`config.mk`:
```
export PLATFORM = sky130hd
export DESIGN_NAME = io_port_responder
export DESIGN_NICKNAME = d
export VERILOG_FILES = /design/src/rtl/io_port_responder.sv
export SDC_FILE = /design/constraint.sdc
export NUM_CORES = 1
export LEC_CHECK = 0
export ABC_CLOCK_PERIOD_IN_PS = 6300
export BUFFER_PORTS_ARGS = -buffer_cell sky130_fd_sc_hd__buf_2
export CAP_MARGIN = 20
export CORE_ASPECT_RATIO = 0.7
export CORE_UTILIZATION = 30
export DETAILED_ROUTE_END_ITERATION = 12
export SYNTH_ARGS = -nofsm -noshare
export SYNTH_HDL_FRONTEND = slang
export SYNTH_SLANG_ARGS = --single-unit
```
`constraint.sdc`:
```
create_clock -name clk -period 6.3 [get_ports clk]
set_clock_uncertainty 0.15 [all_clocks]
set_input_delay 0 -clock clk [delete_from_list [all_inputs] [get_ports clk]]
set_output_delay 0 -clock clk [all_outputs]
set_load 0.01 [all_outputs]
```
`src/rtl/io_port_responder.sv`:
```
// Memory-mapped I/O responder: buffers processor stores to the output port in a small FIFO
// with a valid/ready handoff, and synchronizes and change-flags the external input port.
module io_port_responder #(
   parameter int FIFO_DEPTH = 4
) (
   input  logic        clk,
   input  logic        reset,
   input  logic        Select,
   input  logic        MemWrite,
   input  logic        MemRead,
   input  logic [3:0]  Address,
   input  logic [31:0] WriteData,
   output logic [31:0] ReadData,
   input  logic [7:0]  PortIn,
   output logic [31:0] PortOut,
   output logic        PortOutValid,
   input  logic        PortOutReady
);

   localparam int PTR_W = (FIFO_DEPTH > 1) ? $clog2(FIFO_DEPTH) : 1;
   localparam int CNT_W = PTR_W + 1;

   localparam logic [1:0] REG_TXDATA  = 2'd0;
   localparam logic [1:0] REG_RXDATA  = 2'd1;
   localparam logic [1:0] REG_STATUS  = 2'd2;
   localparam logic [1:0] REG_CONTROL = 2'd3;

   logic [31:0]      fifoMem [FIFO_DEPTH];
   logic [PTR_W-1:0] rdPtr;
   logic [PTR_W-1:0] wrPtr;
   logic [CNT_W-1:0] count;
   logic             ovf;
   logic             chg;
   logic [7:0]       sync1;
   logic [7:0]       sync2;
   logic [7:0]       prevIn;

   logic [1:0] regSel;
   logic       wrEn;
   logic       rdEn;
   logic       full;
   logic       empty;
   logic       pushReq;
   logic       pushAcc;
   logic       pop;
   logic       flush;
   logic       ovfSet;
   logic       ovfClr;
   logic       chgSet;
   logic       chgClr;
   logic [3:0] count4;
   logic [7:0] status8;
   logic [1:0] unusedAddrBits;

   assign unusedAddrBits = Address[1:0];

   assign regSel  = Address[3:2];
   assign wrEn    = Select && MemWrite;
   assign rdEn    = Select && MemRead;
   assign full    = (count == CNT_W'(FIFO_DEPTH));
   assign empty   = (count == '0);

   // Flush outranks push and pop; a push into a full FIFO still lands if the head leaves this cycle.
   assign pop     = !empty && PortOutReady;
   assign flush   = wrEn && (regSel == REG_CONTROL) && WriteData[1];
   assign pushReq = wrEn && (regSel == REG_TXDATA) && !flush;
   assign pushAcc = pushReq && (!full || pop);
   assign ovfSet  = pushReq && full && !pop;
   assign ovfClr  = wrEn && (regSel == REG_CONTROL) && WriteData[0];
   assign chgSet  = (sync2 != prevIn);
   assign chgClr  = rdEn && (regSel == REG_RXDATA);

   assign PortOut      = fifoMem[rdPtr];
   assign PortOutValid = !empty;

   assign count4  = 4'(count);
   assign status8 = {count4, ovf, chg, empty, full};

   always_ff @(posedge clk or negedge reset) begin
      if (!reset) begin
         rdPtr <= '0;
         wrPtr <= '0;
         count <= '0;
         for (int i = 0; i < FIFO_DEPTH; i++) begin
            fifoMem[i] <= '0;
         end
      end else if (flush) begin
         rdPtr <= '0;
         wrPtr <= '0;
         count <= '0;
      end else begin
         if (pushAcc) begin
            fifoMem[wrPtr] <= WriteData;
            wrPtr          <= wrPtr + PTR_W'(1);
         end
         if (pop) begin
            rdPtr <= rdPtr + PTR_W'(1);
         end
         if (pushAcc && !pop) begin
            count <= count + CNT_W'(1);
         end else if (!pushAcc && pop) begin
            count <= count - CNT_W'(1);
         end
      end
   end

   // Sticky flags: a set in the same cycle as a clear wins.
   always_ff @(posedge clk or negedge reset) begin
      if (!reset) begin
         ovf <= 1'b0;
         chg <= 1'b0;
      end else begin
         if (ovfSet) begin
            ovf <= 1'b1;
         end else if (ovfClr) begin
            ovf <= 1'b0;
         end
         if (chgSet) begin
            chg <= 1'b1;
         end else if (chgClr) begin
            chg <= 1'b0;
         end
      end
   end

   always_ff @(posedge clk or negedge reset) begin
      if (!reset) begin
         sync1  <= '0;
         sync2  <= '0;
         prevIn <= '0;
      end else begin
         sync1  <= PortIn;
         sync2  <= sync1;
         prevIn <= sync2;
      end
   end

   always_comb begin
      ReadData = '0;
      if (rdEn) begin
         case (regSel)
            REG_RXDATA: ReadData = {24'b0, sync2};
            REG_STATUS: ReadData = {24'b0, status8};
            default:    ReadData = '0;
         endcase
      end
   end

endmodule

```
### After elaboration in Yosys (flattened, before gate mapping)

Index checks and enable logic that the tools add are counted.

* add/subtract/negate cells: 4
* muxes and demuxes: 19
* eq/ne operators: 5
* bitwise logic cells: 3
* magnitude comparators: 3
* reductions and logical operators: 29

Operator list (count)
* bitwise mux 128 bit: 1
* 2-to-1 mux 32 bit: 3
* binary-select mux 32 bit (select 2 bit): 1
* demux 32 bit (select 2 bit): 1
* one-hot mux 8 bit (2 select lines): 1
* logical AND 1 bit: 15
* 2-to-1 mux 3 bit: 3
* 2-to-1 mux 2 bit: 4
* 2-to-1 mux 8 bit: 1
* inequality test 8 bit: 1
* nonzero test 2 bit: 4
* >= comparator 3 bit (second input constant): 2
* NOT 2 -> 3 bit: 2
* zero test 1 bit: 5
* adder 2 x 1 -> 2 bit (second input constant): 2
* == test 2 bit (second input constant): 2
* 2-to-1 mux 1 bit: 4
* adder 3 x 1 -> 3 bit (second input constant): 1
* == test 3 bit (second input constant): 1
* zero test 3 bit: 1
* less-than comparator 3 x 1 -> 1 bit (second input constant): 1
* nonzero test 3 bit: 1
* subtractor 3 x 1 -> 3 bit (second input constant): 1
* == test 2 x 1 -> 1 bit (second input constant): 1
* 4 further kinds: 4

* word-level logic and storage cells: 75
* register bits: 161
* input port bits: 50
* output and inout port bits: 65

### Depth between registers and ports, before layout

* word-level depth: 11
* mapped depth: 9
* mapped depth without buffers: 9

### Worst setup path after synthesis

No wires, ideal clock.

* path type: register -> register
* from: register count[0]
* to: register count[2]
* required time: 6063 ps
* data arrival time: 2129 ps
* buffers on the path: 1
* path slack: 3935 ps
* setup time: 87 ps
* period minus slack after synthesis: 2365 ps
* stages on the path, launching flop included: 9
* path through: dfrtp_1 -> clkbuf_1 -> nor3_1 -> inv_1 -> a211oi_1 -> fa_1 -> or4_1 -> a2bb2oi_1 -> o211ai_1

* word-level cells in the longest chain between the ends: 8
* elaborated cells on any way between the ends: 17
* those cells by class: add/sub (2); eq/ne (1); mux (3); reduce/logical (11)

Ends and longest elaborated chain
* start, declared: line 31 `logic [CNT_W-1:0] count;`
* start signal, assigned: line 100 `count <= count + CNT_W'(1);`
* start signal, assigned: line 102 `count <= count - CNT_W'(1);`
* zero test 3 bit *: line 61 `assign empty = (count == '0);`
* zero test 1 bit *
* via PortOutValid: line 16 `output logic PortOutValid,`
* logical AND 1 bit *: line 64 `assign pop = !empty && PortOutReady;`
* logical OR 1 bit: line 67 `assign pushAcc = pushReq && (!full || pop);`
* logical AND 1 bit: line 67
* logical AND 1 bit / zero test 1 bit (equally long branches): line 99, 101
* 2-to-1 mux 3 bit / logical AND 1 bit (equally long branches): line 99, 101
* 2-to-1 mux 3 bit / nonzero test 3 bit (equally long branches)

Mark *: on every way through the listed nets, which the timed path passes. The rest lies on a longest branch. The select of a mux whose other input is x is not followed.
A chain may end at the register's enable or synchronous reset.

### Worst setup path after layout

* from: register count[0]
* to: register count[2]

* word-level cells in the longest chain between the ends: 8
* elaborated cells on any way between the ends: 17
* those cells by class: add/sub (2); eq/ne (1); mux (3); reduce/logical (11)

Ends and longest elaborated chain
* branches (longest 8 deep; another with subtractor 3 x 1 -> 3 bit)

Several ways; the timed one is not identified. The select of a mux whose other input is x is not followed.

==> summary.md <==
| Metric | Value |
|---|---|
| Metal2 WL | between 7000 and 8000 um |
| Ys flop type | dfrtp_1 |
| Number of synthesized flops with an enable pin | 0 |
| WL/cell | 17.54 um |
| Synth area leader | dfrtp_1 |
| Setup TNS | 0 ps |
| PnR worst setup slack | 3867 ps |
| Met3 WL | 615 um |
| Die area | 25,380 um2 |
| Slew Viols, Final | 0 |
| Starting Density | a little under a third |
| Routed WL | between 15,000 and 20,000 um |
| HPWL after detailed placement | 9739 um |
| Overall Global Routing Usage | 13.82% |
| Reg-to-reg endpoint | count[2] |
| Cell count after placement | 841 |
| Vias in the first global route | 4,729 |
| Rel. slew slack | between 20% and 30% |
| Place WS | 3880 ps |
| Worst Setup End Kind | flop |
| Cell types occupying the most area after synthesis | dfrtp_1 (54%), mux2_4 (12%), mux2_2 (11%) |
| Ant. Diodes | 0 |
| Asr flop ratio synth | 100.0% |
| GRT overflow | 0 |
| Highest Clock Rate | 411.0 MHz |
| # Post-CTS Setup Buffers | 0 |
| P&R area growth vs syn | 21.86% |
| Largest net degree at the start of global routing | 91 |
| Crit Reg-Reg Startpoint | count[0] |
| DR pass1 iterations | 4 |
| Worst EP required | 6500 ps |
| Power density cells | 437.2 nW/um2 |
| Met1 WL | 7547 um |
| Chip height | around 130 um |
| Yosys cell types | 39 |
| Most frequent cell after synthesis | dfrtp_1 |
| Final Hold Fails | 0 |
| Nets | 650 |
| Clk sink count | 161 |
| Setup Crit Path Kind | flop to flop |
| Port Buffers | 88 |
| # IOs | 115 |
| R2r setup slk | 3870 ps |
| Global-route wire length before repair | 26,540 um |
| R2r worst-path depth | 7 |
| Max-cap violations | 0 |
| H-tree depth | 4 |
| Status | complete, no violations |
| Clk root buf | clkbuf_16 |
| Cell Count, Final, Fillers Out | 922 |
| Via/cell ratio | 4.615 |
| Worst hold path class | input port to async pin |
| RSZ-0062 raised after global routing | no |
| Leak | 4.424 nW |
| Cells after synthesis | 460 |
| Synth warnings | 0 |
| Tmin final | 2433 ps |
| Core Region | ~24,000 um2 |
| Final setup viols | 0 |
| Register bit total from synthesis | 161 |
| Highest routed layer | met4 |
| Rows | 47 |
| Cts bufs inserted | 17 |
| Fillers | ~2,200 |
| DRT antenna net count | 0 |
| Width of the die | 190 um |
| Mapped cell area | 7422 um2 |
| CTS tree | done |
| Drt initial violations | 144 |
| WP data arrival | 2630 ps |
| Syn Area/Cell | 16.14 um2 |
| Worst vdd ir | between 0.15 and 0.2 mV |
| Synth top area share | about 54% |
| Routability-driven placement congestion ratio | 0.7488 |
| Worst skew pair latency | 430 ps |
| Seq/Total Area, Yosys | around 54% |
| CTS Buffer Depth | 2 |
| Tcrit/Tclk final | 38.62% |
| Synth top cells by count | dfrtp_1 (161), mux2_2 (71), mux2_4 (57) |
| Post-CTS Resized | 0 |
| Share of post-route cells with drive strength above 1 | 48.18% |
| Critical path launch point type | flop |
| DR vias | 4,255 |
| Antenna violations before repair | 0 |
| Largest fanout on the critical path | 9 |
| Clock Pin Slew Worst Setup and Hold Paths | 60 ps |
| Final core utilization | 37.79% |
| DRC | 0 |
| Worst Tran Pin Value | about 1100 ps |
[how the worst max path moves through the flow]
stage / to / slack, ps / start
detailed placement: count[2] / 3880 / count[0]
global route: fifoMem[120] / 3780 / count[2]
global placement: count[2] / 3950 / count[0]
floorplan: count[2] / 3930 / count[0]
finish: count[2] / 3870 / count[0]
CTS: PortOut[29] / 3860 / rdPtr[0]
[power by group]
group          total, W  internal [W]  switching (W)
clock          0.000988      0.000554       0.000434
combinational   0.00130      0.000803       0.000499
sequential      0.00166       0.00140       0.000264
[per-layer routing]
layer | track usage [%] | vias up
met2 | 22.14 | 95
met3 | 3.793 | 12
met4 | 4.391 | 0
li1 | - | 1890
met5 | 0 | -
met1 | 18.10 | 2258
[sequential cells by signal, summed over array words and instances (netlist names)]
signal and cells:
chg 1, count 3, fifoMem 128, ovf 1
prevIn 8, rdPtr 2, sync1 8, sync2 8
wrPtr 2
[critical path: stages (launching register included)]
cell	delay, ps
dfrtp_1	510
nor3_1	120
inv_1	150
a211oi_1	120
fa_1	440
or4_1	560
a2bb2oi_1	150
o211ai_1	160
[cells by family after synthesis]
group / synth area share, %
XOR/XNOR: 1.416
adder cells (fa/ha/maj): 1.618
AO/OA/AOI/OAI: 1.736
flip-flops: 54.28
buffers and inverters: 5.361
AND/OR/NAND/NOR: 3.388
multiplexers: 32.15
other: 0.05052
[through the flow]
| stage | area, um2 | hold slack [ps] | total power, W |
|---|---|---|---|
| global placement | 7999 | -47.91 | 0.002877 |
| detailed placement | 7999 | -40.35 | 0.002975 |
| CTS | 9045 | 24.27 | 0.004023 |
| floorplan | 7508 | -445.6 | 0.002553 |
| finish | 9045 | 10.93 | 0.003954 |
| global route | 9045 | 38.97 | 0.004205 |
[layout by cell type (no fill, tap or decap), types with 2 or more instances in the layout]
cell and n:
xnor2_1 7, dfrtp_2 2, inv_6 2, ha_1 8, nand2_1 3, nand4_1 3
o31ai_1 2, mux2_4 57, buf_2 87, dfrtp_1 159, conb_1 24, inv_1 7
clkbuf_16 17, and2_1 2, mux2_2 71, xor2_1 5, nand2_4 4, dlygate4sd3_1 49
a22oi_1 6, clkinv_4 2, nor3_1 3, nor2_1 14, clkinvlp_4 3, nand3_1 7
clkinv_2 5, buf_4 2, mux4_2 32
[cell type report]
class | instances | area, um2 | area share (%)
Inverter | 7 | 26.28 | 0.2905
Clock inverter | 13 | 112.6 | 1.245
Tap cell | 318 | 397.9 | 4.399
Multi-Input combinational cell | 265 | 3082 | 34.07
Clock buffer | 19 | 442.9 | 4.897
Sequential cell | 161 | 4031 | 44.57
Timing Repair Buffer | 139 | 952.2 | 10.53
[what timing repair did]
item,in CTS,in global routing
endpoints found under the hold margin,234,0
endpoints found under the setup margin,0,0
hold buffers,49,0
(Power assumes the default switching activity.)
